**src/rtl/node_pkt_pkg.sv**
```systemverilog
// Shared packet definitions for the node TX assembler and RX decode path.
// Types, lengths, header layout and snapshot bundle.
package node_pkt_pkg;

  localparam int WORD_W = 16;
  localparam int LEN_W  = 5;

  typedef logic [2:0] pkt_type_t;

  localparam pkt_type_t PKT_HB   = 3'b000;
  localparam pkt_type_t PKT_CHE  = 3'b001;
  localparam pkt_type_t PKT_TS   = 3'b100;
  localparam pkt_type_t PKT_DATA = 3'b101;
  localparam pkt_type_t PKT_SOS  = 3'b110;

  localparam logic [LEN_W-1:0] LEN_HB   = 5'd6;
  localparam logic [LEN_W-1:0] LEN_CHE  = 5'd4;
  localparam logic [LEN_W-1:0] LEN_TS   = 5'd4;
  localparam logic [LEN_W-1:0] LEN_DATA = 5'd5;
  localparam logic [LEN_W-1:0] LEN_SOS  = 5'd3;

  localparam int HDR_TYPE_LSB = 13;
  localparam int HDR_LEN_LSB  = 8;

  localparam logic [WORD_W-1:0] HOPS_SAT = 16'hFFFF;

  typedef struct packed {
    logic [WORD_W-1:0] id;
    logic [WORD_W-1:0] hops;
    logic [WORD_W-1:0] emax;
    logic [WORD_W-1:0] emin;
    logic [WORD_W-1:0] eth;
    logic [WORD_W-1:0] ch_id;
    logic [WORD_W-1:0] qval;
    logic [WORD_W-1:0] slot;
    logic [WORD_W-1:0] data;
    logic [WORD_W-1:0] energy;
  } snap_t;

  function automatic logic [LEN_W-1:0] pkt_len(pkt_type_t t);
    logic [LEN_W-1:0] l;
    unique case (t)
      PKT_HB:   l = LEN_HB;
      PKT_CHE:  l = LEN_CHE;
      PKT_TS:   l = LEN_TS;
      PKT_DATA: l = LEN_DATA;
      PKT_SOS:  l = LEN_SOS;
      default:  l = '0;
    endcase
    return l;
  endfunction

  // Timeslot grants may only come from a cluster head
  function automatic logic pkt_legal(pkt_type_t t, logic role);
    return (pkt_len(t) != '0) && ((t != PKT_TS) || role);
  endfunction

endpackage

```
**src/rtl/node_pkt_if.sv**
```systemverilog
// Word stream from the packet assembler to the radio/TX FIFO.
// valid/ready handshake with end-of-packet marker.
interface node_pkt_if;
  import node_pkt_pkg::*;

  logic [WORD_W-1:0] tx_word;
  logic              tx_valid;
  logic              tx_ready;
  logic              tx_last;

  modport master (
    output tx_word,
    output tx_valid,
    output tx_last,
    input  tx_ready
  );

  modport slave (
    input  tx_word,
    input  tx_valid,
    input  tx_last,
    output tx_ready
  );
endinterface

```
**src/rtl/node_pkt_field_mux.sv**
```systemverilog
// Selects the packet word for a given type and word index.
// Purely combinational; also flags the final word.
module node_pkt_field_mux
  import node_pkt_pkg::*;
(
  input  pkt_type_t         pkt_type,
  input  logic [2:0]        idx,
  input  snap_t             snap,
  output logic [WORD_W-1:0] word,
  output logic              last
);

  logic [LEN_W-1:0]  len;
  logic [WORD_W-1:0] hdr;
  logic [WORD_W-1:0] body;

  assign len  = pkt_len(pkt_type);
  assign hdr  = (WORD_W'(pkt_type) << HDR_TYPE_LSB)
              | (WORD_W'(len) << HDR_LEN_LSB);
  assign last = ({2'b00, idx} == (len - 5'd1));

  always_comb begin
    body = '0;
    unique case (pkt_type)
      PKT_HB: begin
        unique case (idx)
          3'd2:    body = snap.hops;
          3'd3:    body = snap.emax;
          3'd4:    body = snap.emin;
          3'd5:    body = snap.eth;
          default: body = '0;
        endcase
      end
      PKT_CHE: begin
        unique case (idx)
          3'd2:    body = snap.ch_id;
          3'd3:    body = snap.qval;
          default: body = '0;
        endcase
      end
      PKT_TS: begin
        unique case (idx)
          3'd2:    body = snap.ch_id;
          3'd3:    body = snap.slot;
          default: body = '0;
        endcase
      end
      PKT_DATA: begin
        unique case (idx)
          3'd2:    body = snap.ch_id;
          3'd3:    body = snap.hops;
          3'd4:    body = snap.data;
          default: body = '0;
        endcase
      end
      PKT_SOS: begin
        body = (idx == 3'd2) ? snap.energy : '0;
      end
      default: body = '0;
    endcase
  end

  always_comb begin
    word = body;
    unique case (1'b1)
      (idx == 3'd0): word = hdr;
      (idx == 3'd1): word = snap.id;
      default:       word = body;
    endcase
  end

endmodule

```
**src/rtl/node_pkt_tx.sv**
```systemverilog
// Node transmit packet assembler: snapshots node state on request
// and streams a typed packet as 16-bit words over valid/ready.
module node_pkt_tx
  import node_pkt_pkg::*;
(
  input  logic              clk,
  input  logic              nrst,
  input  logic              tx_req,
  input  pkt_type_t         tx_type,
  input  logic [WORD_W-1:0] myNodeID,
  input  logic [WORD_W-1:0] hopsFromSink,
  input  logic [WORD_W-1:0] myQValue,
  input  logic              role,
  input  logic [WORD_W-1:0] energy,
  input  logic [WORD_W-1:0] e_max,
  input  logic [WORD_W-1:0] e_min,
  input  logic [WORD_W-1:0] e_threshold,
  input  logic [WORD_W-1:0] ch_ID,
  input  logic [WORD_W-1:0] timeslot,
  input  logic [WORD_W-1:0] data_word,
  node_pkt_if.master        tx,
  output logic              busy,
  output logic              tx_done,
  output logic              tx_err
);

  typedef enum logic {IDLE, SEND} state_t;

  state_t            state_q, state_d;
  pkt_type_t         type_q, type_d;
  logic [2:0]        idx_q, idx_d;
  snap_t             snap_q, snap_d;
  logic [WORD_W-1:0] word_q, word_d;
  logic              valid_q, valid_d;
  logic              last_q, last_d;
  logic              busy_q, busy_d;
  logic              done_q, done_d;
  logic              err_q, err_d;

  logic              req_idle, accept, hs, fin;
  logic [WORD_W-1:0] hops_inc;
  logic [WORD_W-1:0] mux_word;
  logic              mux_last;

  assign req_idle = (state_q == IDLE) && tx_req;
  assign accept   = req_idle && pkt_legal(tx_type, role);
  assign hs       = (state_q == SEND) && valid_q && tx.tx_ready;
  assign fin      = hs && last_q;
  assign hops_inc = (hopsFromSink == HOPS_SAT) ? HOPS_SAT
                                               : hopsFromSink + 16'd1;

  always_comb begin
    state_d = state_q;
    type_d  = type_q;
    idx_d   = idx_q;
    snap_d  = snap_q;
    busy_d  = busy_q;
    done_d  = 1'b0;
    err_d   = req_idle && !accept;
    unique case (state_q)
      IDLE: begin
        if (accept) begin
          state_d       = SEND;
          type_d        = tx_type;
          idx_d         = 3'd0;
          busy_d        = 1'b1;
          snap_d.id     = myNodeID;
          snap_d.hops   = (tx_type == PKT_HB) ? hops_inc : hopsFromSink;
          snap_d.emax   = e_max;
          snap_d.emin   = e_min;
          snap_d.eth    = e_threshold;
          snap_d.ch_id  = ch_ID;
          snap_d.qval   = myQValue;
          snap_d.slot   = timeslot;
          snap_d.data   = data_word;
          snap_d.energy = energy;
        end
      end
      SEND: begin
        if (fin) begin
          state_d = IDLE;
          idx_d   = 3'd0;
          busy_d  = 1'b0;
          done_d  = 1'b1;
        end else if (hs) begin
          idx_d = idx_q + 3'd1;
        end
      end
      default: state_d = IDLE;
    endcase
  end

  // Mux looks at next-state selectors so the outputs can be registered
  node_pkt_field_mux u_mux (
    .pkt_type (type_d),
    .idx      (idx_d),
    .snap     (snap_d),
    .word     (mux_word),
    .last     (mux_last)
  );

  always_comb begin
    word_d  = word_q;
    last_d  = last_q;
    valid_d = valid_q;
    if (accept || (hs && !fin)) begin
      word_d  = mux_word;
      last_d  = mux_last;
      valid_d = 1'b1;
    end else if (fin) begin
      word_d  = '0;
      last_d  = 1'b0;
      valid_d = 1'b0;
    end
  end

  always_ff @(posedge clk) begin
    if (!nrst) begin
      state_q <= IDLE;
      type_q  <= '0;
      idx_q   <= '0;
      snap_q  <= '0;
      word_q  <= '0;
      valid_q <= 1'b0;
      last_q  <= 1'b0;
      busy_q  <= 1'b0;
      done_q  <= 1'b0;
      err_q   <= 1'b0;
    end else begin
      state_q <= state_d;
      type_q  <= type_d;
      idx_q   <= idx_d;
      snap_q  <= snap_d;
      word_q  <= word_d;
      valid_q <= valid_d;
      last_q  <= last_d;
      busy_q  <= busy_d;
      done_q  <= done_d;
      err_q   <= err_d;
    end
  end

  assign tx.tx_word  = word_q;
  assign tx.tx_valid = valid_q;
  assign tx.tx_last  = last_q;
  assign busy        = busy_q;
  assign tx_done     = done_q;
  assign tx_err      = err_q;

endmodule

```
**src/flat_wrapper.sv**
```systemverilog
// flat-port wrapper written by rule: the top's interface ports become plain ports
module node_pkt_tx_flat import node_pkt_pkg::*;
  (clk, nrst, tx_req, tx_type, myNodeID, hopsFromSink, myQValue, role, energy, e_max, e_min, e_threshold, ch_ID, timeslot, data_word, busy, tx_done, tx_err, tx_tx_word, tx_tx_valid, tx_tx_last, tx_tx_ready);
  node_pkt_if tx_i ();
  input  logic clk;
  input  logic nrst;
  input  logic tx_req;
  input  pkt_type_t tx_type;
  input  logic [WORD_W-1:0] myNodeID;
  input  logic [WORD_W-1:0] hopsFromSink;
  input  logic [WORD_W-1:0] myQValue;
  input  logic role;
  input  logic [WORD_W-1:0] energy;
  input  logic [WORD_W-1:0] e_max;
  input  logic [WORD_W-1:0] e_min;
  input  logic [WORD_W-1:0] e_threshold;
  input  logic [WORD_W-1:0] ch_ID;
  input  logic [WORD_W-1:0] timeslot;
  input  logic [WORD_W-1:0] data_word;
  output logic busy;
  output logic tx_done;
  output logic tx_err;
  output wire logic [$bits(tx_i.tx_word)-1:0] tx_tx_word;
  output wire logic [$bits(tx_i.tx_valid)-1:0] tx_tx_valid;
  output wire logic [$bits(tx_i.tx_last)-1:0] tx_tx_last;
  input wire logic [$bits(tx_i.tx_ready)-1:0] tx_tx_ready;
  assign tx_tx_word = tx_i.tx_word;
  assign tx_tx_valid = tx_i.tx_valid;
  assign tx_tx_last = tx_i.tx_last;
  assign tx_i.tx_ready = tx_tx_ready;
  node_pkt_tx u_core (.clk(clk), .nrst(nrst), .tx_req(tx_req), .tx_type(tx_type), .myNodeID(myNodeID), .hopsFromSink(hopsFromSink), .myQValue(myQValue), .role(role), .energy(energy), .e_max(e_max), .e_min(e_min), .e_threshold(e_threshold), .ch_ID(ch_ID), .timeslot(timeslot), .data_word(data_word), .tx(tx_i), .busy(busy), .tx_done(tx_done), .tx_err(tx_err));
endmodule
```
**config.mk**
```make
export PLATFORM = sky130hd
export DESIGN_NAME = node_pkt_tx_flat
export DESIGN_NICKNAME = d
export VERILOG_FILES = /design/src/rtl/node_pkt_pkg.sv /design/src/rtl/node_pkt_if.sv /design/src/rtl/node_pkt_field_mux.sv /design/src/rtl/node_pkt_tx.sv /design/src/flat_wrapper.sv
export SDC_FILE = /design/constraint.sdc
export NUM_CORES = 1
export LEC_CHECK = 0
export ABC_AREA = 1
export CORE_MARGIN = 2
export CORE_UTILIZATION = 30
export DETAILED_ROUTE_END_ITERATION = 10
export PLACE_DENSITY = 0.56
export SLEW_MARGIN = 5
export SYNTH_ARGS = -nofsm -noshare
export SYNTH_HDL_FRONTEND = slang
export SYNTH_SLANG_ARGS = --single-unit
```
**constraint.sdc**
```tcl
create_clock -name clk -period 4.3 [get_ports clk]
set_input_delay 0.43 -clock clk [delete_from_list [all_inputs] [get_ports clk]]
set_output_delay 0.43 -clock clk [all_outputs]
set_load 0.1 [all_outputs]
```
==> results of run 1 <==
==> state kept, by name, summed over array words and instances (netlist names) <==
register / cells
u_core.busy: 1
u_core.idx_q: 3
u_core.snap_q: 160
u_core.state_q: 1
u_core.tx.tx_last: 1
u_core.tx.tx_valid: 1
u_core.tx.tx_word: 16
u_core.tx_done: 1
u_core.tx_err: 1
u_core.type_q: 3
==> report_power, final <==
group	internal, W	leakage [nW]	switching, W
Clock	0.000837	0.271	0.000740
Combinational	0.000336	3.65	0.000505
Sequential	0.00185	1.54	0.0000288
Total	0.00302	5.46	0.00127
==> synth_stat cells, drive strengths merged <==
library cell,instances,area share
nand2,564,0.22
nor2,218,0.090
dfxtp,188,0.38
a21oi,117,0.060
nand3,81,0.046
inv,75,0.029
or2,61,0.039
buf,51,0.030
o21ai,38,0.020
nand4,28,0.018
o21a,28,0.021
clkbuf,23,0.0088
mux2i,16,0.016
ha,4,0.0051
nand3b,4,0.0031
o22ai,4,0.0025
clkinv,3,0.0011
nor3,3,0.0015
a211oi,2,0.0015
a221oi,2,0.0018
a31oi,2,0.0013
xor2,2,0.0018
and2,1,0.00064
o21bai,1,0.00076
xnor2,1,0.00089
==> critical path, delay by kind of cell <==
kind / cells / cell delay [ns]
fa+ha+maj: 2 / 0.50
buf+inv: 2 / 0.64
simple gates: 5 / 0.95
xor+xnor: 1 / 0.13
compound gates: 4 / 0.92
==> worst min path at each step <==
| stage | start | to | slack, ns | depth (start not counted) |
|---|---|---|---|---|
| after floorplan | u_core.snap_q[72] | u_core.snap_q[72] | 0.45 | 2 |
| after global placement | u_core.snap_q[107] | u_core.snap_q[107] | 0.46 | 2 |
| after CTS | u_core.snap_q[110] | u_core.snap_q[110] | 0.47 | 2 |
| after detailed placement | u_core.snap_q[110] | u_core.snap_q[110] | 0.46 | 2 |
| after global routing | u_core.snap_q[99] | u_core.snap_q[99] | 0.49 | 2 |
| final | u_core.busy | u_core.busy | 0.47 | 2 |
==> metal layers <==
layer,up-vias,track usage,share of wire
li1,5115,-,-
met1,4654,0.263,0.43
met2,361,0.342,0.47
met3,68,0.0358,0.062
met4,0,0.0994,0.040
met5,-,0,0
==> through the flow <==
stage	cells	utilization	cell area, sq um
detailed placement	2088	0.372	12100
finish	2120	0.390	12600
global placement	2088	0.372	12100
floorplan	1517	-	9830
CTS	2120	0.390	12600
global route	2120	0.390	12600
==> final cells by class <==
class | count | area [sq um]
Tap cell | 442 | 553
Multi-Input combinational cell | 1177 | 5390
Fill cell | 3531 | 19800
Sequential cell | 188 | 3760
Clock buffer | 21 | 460
Inverter | 78 | 297
Clock inverter | 11 | 106
Timing Repair Buffer | 203 | 2040
==> cells by family (layout without fill, tap and decap cells) <==
logic type                 count (synthesis)  count (layout)  synth area share
and+or+nand+nor                          960             960             0.415
AOI/OAI and AO/OA                        194             194             0.110
DFF                                      188             188             0.383
xor gates and xnor gates                   3               3           0.00267
muxes                                     16              16            0.0163
adders and majority gates                  4               4           0.00509
buffers and inverters                    152             313            0.0681
==> key figures, run 1 <==
Yosys
  • Mapped cell area: 0.00983 sq mm
  • Syn_nets: 1,689
  • Syn Area/Cell: 6.48 sq um
  • Synth unique cells: 39
  • Cells after synthesis: 1,517
  • Warnings from Yosys: 0
  • Flops & latches, synth: 188
  • Sequential share of the synthesized area: 0.383

Worst setup path
  • R2R setup slack: 1.22 ns
  • Setup CP Type: in2reg
  • Top fanout value on the critical path: 20
  • Worst r2r src: u_core.state_q
  • Critical Path Start Type: primary input
  • Critical Path Sink Type: flip-flop
  • Slowest stage delay, CP: 0.58 ns
  • CP required: 4.69 ns
  • CP Launch Point: tx_type[1]
  • FF-to-FF path depth: 12
  • Setup crit end: u_core.tx.tx_last
  • Cells along the critical path: clkdlybuf4s50_1 > nor2_2 > nand2_2 > nand3_4 > o21ai_2 > nand3_2 > nand2_1 > inv_1 > ha_1 > ha_1 > xnor2_1 > a211oi_1 > o21ai_1 > a21oi_1
  • Crit-path slowest cell: clkdlybuf4s50_1
  • Worst path arrival time: 3.57 ns
  • Critical Path Most Common Cell: ha_1
  • Crit Reg-Reg Endpoint: u_core.tx.tx_last

Finish
  • Area Overhead vs Synth: 28.4%
  • Most common cell after layout, fill and taps aside: nand2_1
  • Final nets: 1,837
  • Ant. Diodes: 0
  • Share of post-route cells with drive strength above 1: 0.0775
  • Commonest cells after routing, fill and taps aside: 559 x nand2_1, 204 x nor2_1, 188 x clkdlybuf4s50_1, 188 x dfxtp_1, 116 x a21oi_1

Global routing
  • Overall routing resource usage: 0.208
  • Initial antenna violation count: 0
  • Grt total ovfl: 0
  • Largest net degree at the start of global routing: 87
  • Global-route wire length before repair: 54,000 um
  • Vias in the first global route: 9,725

CTS
  • Clock tree buffer depth: 2
  • Setup Buffers After CTS: 0
  • # clock sinks: 188
  • CTS root buf: clkbuf_16
  • Skew-Pair Late Insertion Delay: 0.45 ns
  • Post-cts sizing count: 0
  • CTS H-Tree Depth: 4
  • Hold-fix buffers, CTS: 0
  • CTS tree: built
  • Num CTS Buffers: 17
  • CTS clk-pin slew, worst paths: 0.07 ns

Hold path
  • Hold Crit Class: reg2reg

Die
  • Die X: 185 um
  • Die H: 185 um
  • Cell Rows: 66
  • Die area: 0.0342 sq mm
  • # IOs: 189
  • Area of the core: 0.0324 sq mm
  • Initial cell density of the core: 0.304

Drt
  • Via/cell ratio: 4.81
  • WL per Instance: 16.7 um
  • Antenna Nets Post-Route: 0
  • Drt pass-1 iters: 5
  • Final WL: 35,400 um
  • Via count: 10,198
  • # DRC: 0
  • DR iter-0 viols: 905

STA
  • Fin. Hold Viols: 0
  • Setup TNS: 0 ns
  • Headroom to the max-slew limit: 0.329
  • Max Freq: 314 MHz
  • Final hold slack: 0.470 ns
  • RSZ-0062 raised after global routing: false
  • Tmin final: 3.18 ns
  • Smallest setup slack after layout: 1.12 ns
  • # setup viols final: 0
  • Actual slew at the worst max-slew pin: 1.00 ns
  • Fin crit share: 0.740
  • Final Skew: 0.0117 ns
  • Max-slew violations: 0

Place
  • PortBufs: 188
  • Gpl congestion: 0.928
  • HPWL after DPL: 26,400 um
  • Pre-CTS setup slack: 0.649 ns

Power and ir drop
  • Power, Total: 0.00430 W
  • P_leak: 5.46 nW
  • PwrDens: 341 mW/mm^2
  • Maximum vdd drop: 0.000283 V

Outcome
  • Outcome: completed

Run
  • MaxCap Viol Count: 0
Power figures use the tool's default switching activity.
==> inputs of run 2 (changes only) <==
--- a/config.mk
+++ b/config.mk
@@ -9,7 +9,7 @@
 export CORE_MARGIN = 2
 export CORE_UTILIZATION = 30
 export DETAILED_ROUTE_END_ITERATION = 10
-export PLACE_DENSITY = 0.56
+export PLACE_DENSITY = 0.58
 export SLEW_MARGIN = 5
 export SYNTH_ARGS = -nofsm -noshare
 export SYNTH_HDL_FRONTEND = slang
==> constraint.sdc (replaced) <==
create_clock -name clk -period 2.6 [get_ports clk]
set_input_delay 0.26 -clock clk [delete_from_list [all_inputs] [get_ports clk]]
set_output_delay 0.26 -clock clk [all_outputs]
set_load 0.1 [all_outputs]
==> key figures, run 2 (same netlist as run 1, synthesis figures left out) <==
STA
  • Fin crit share: 0.939
  • RSZ-0062 raised after global routing: true
  • Tmin final: 2.44 ns
  • Smallest setup slack after layout: 0.159 ns
  • Headroom to the max-slew limit: 0.703
  • # setup viols final: 0
  • Max Freq: 410 MHz
  • Fin. Hold Viols: 0
  • Final Skew: 0.00864 ns
  • Actual slew at the worst max-slew pin: 0.441 ns
  • Setup TNS: 0 ns
  • Max-slew violations: 0

Drt
  • Antenna Nets Post-Route: 0
  • DR iter-0 viols: 635
  • WL per Instance: 15.6 um
  • Final WL: 35,500 um
  • # DRC: 0
  • Drt pass-1 iters: 6
  • Via count: 10,588
  • Via/cell ratio: 4.65

CTS
  • CTS root buf: clkbuf_16
  • Clock tree buffer depth: 2
  • Num CTS Buffers: 17
  • Skew-Pair Late Insertion Delay: 0.44 ns
  • # clock sinks: 188
  • CTS H-Tree Depth: 4
  • CTS tree: built
  • CTS clk-pin slew, worst paths: 0.07 ns

Finish
  • Ant. Diodes: 0
  • Commonest cells after routing, fill and taps aside: 558 x nand2_1, 201 x nor2_1, 186 x dfxtp_1, 179 x buf_4, 166 x clkdlybuf4s50_1
  • Final nets: 1,996
  • Area Overhead vs Synth: 41.9%
  • Fin cells: 2,279
  • Max reg flops: 160
  • Most common cell after layout, fill and taps aside: nand2_1
  • Share of post-route cells with drive strength above 1: 0.174
  • Most flop-heavy register: u_core.snap_q
  • Fill count: 3,437

Power and ir drop
  • P_leak: 6.32 nW
  • PwrDens: 523 mW/mm^2
  • Power, Total: 0.00730 W
  • Maximum vdd drop: 0.000422 V

Die
  • Die area: 0.0342 sq mm
  • Die X: 185 um
  • # IOs: 189
  • Cell Rows: 66
  • Die H: 185 um
  • Area of the core: 0.0324 sq mm
  • Initial cell density of the core: 0.304

Worst setup path
  • Setup CP Type: in2reg
  • Critical Path Start Type: primary input
  • Worst path arrival time: 2.81 ns
  • CP required: 2.97 ns
  • Critical Path Most Common Cell: nand2_1
  • Critical Path Sink Type: flip-flop
  • Slowest stage delay, CP: 0.48 ns
  • Crit-path slowest cell: clkdlybuf4s50_1
  • Cells along the critical path: clkdlybuf4s50_1 > inv_2 > nand2_1 > nand2_2 > nand3_4 > nand2_1 > o21ai_2 > nor2_2 > nand2_1 > nand2_1 > inv_1 > ha_1 > ha_1 > xnor2_1 > a211oi_1 > o21ai_1 > a21oi_1
  • Top fanout value on the critical path: 8

Global routing
  • Global-route wire length before repair: 54,700 um
  • Vias in the first global route: 10,253
  • Initial antenna violation count: 0
  • Overall routing resource usage: 0.209
  • Largest net degree at the start of global routing: 82
  • Grt total ovfl: 0

Outcome
  • Outcome: completed

Place
  • PortBufs: 188
  • Dpl cells: 2,243
  • Gpl congestion: 0.901
  • Pre-CTS setup slack: -0.362 ns
  • HPWL after DPL: 27,200 um

Hold path
  • Hold Crit Class: in2reg

Run
  • MaxCap Viol Count: 0
[run 2: cell count changes in the layout (fill, tap and decap cells not counted), moves of 3 or more]
cell,before,now
buf_12,4,15
buf_4,11,179
clkdlybuf4s50_1,188,166
nor2_1,204,201
[run 2: per-stage QoR]
stage / hold WS [ns] / util / instance area [sq um]
floorplan: 0.358 / - / 9830
detailed placement: 0.456 / 0.411 / 13300
global placement: 0.455 / 0.411 / 13300
CTS: 0.384 / 0.428 / 13900
global route: 0.373 / 0.431 / 13900
finish: 0.364 / 0.431 / 13900
[run 2: worst paths after layout]
path	end	slack, ns	cells past startpoint	start
min reg2reg	u_core.tx.tx_word[0]	0.47	2	u_core.tx.tx_word[0]
max	u_core.tx.tx_last	0.16	17	tx_type[0]
min	u_core.type_q[2]	0.36	4	tx_type[2]
max reg2reg	u_core.tx.tx_last	0.17	14	u_core.state_q
[run 2: final cells by class]
class	instances	area, sq um	area share
multi-input combinational	1178	5450	0.391
timing repair buffer	361	3320	0.238
inverter	78	297	0.0213
clock inverter	13	130	0.00933
clock buffer	19	433	0.0310
sequential	188	3770	0.270
tap	442	553	0.0396
[run 2: power by group]
group / internal [W] / leakage [nW] / switching [W]
registers: 0.00306 / 1.54 / 0.0000510
clock network: 0.00135 / 0.273 / 0.00126
logic: 0.000724 / 4.50 / 0.000857
[run 2: metal layers]
layer | track usage | up-vias | share of wire
li1 | - | 5442 | -
met1 | 0.271 | 4853 | 0.46
met2 | 0.356 | 255 | 0.47
met3 | 0.0271 | 38 | 0.044
met4 | 0.0724 | 0 | 0.027
met5 | 0 | - | 0
[run 2: what timing repair did]
action | in CTS | in global routing
endpoints found under the setup margin | 0 | 17
hold buffers | 0 | 0
setup buffers | 0 | 3
resized for setup | 0 | 13
[run 2: critical path: cells and delay by family]
| kind | cells | cell delay (ns) |
|---|---|---|
| AOI/OAI and AO/OA | 4 | 0.52 |
| xor gates and xnor gates | 1 | 0.13 |
| buffers and inverters | 3 | 0.62 |
| and+or+nand+nor | 7 | 0.81 |
| adders and majority gates | 2 | 0.49 |
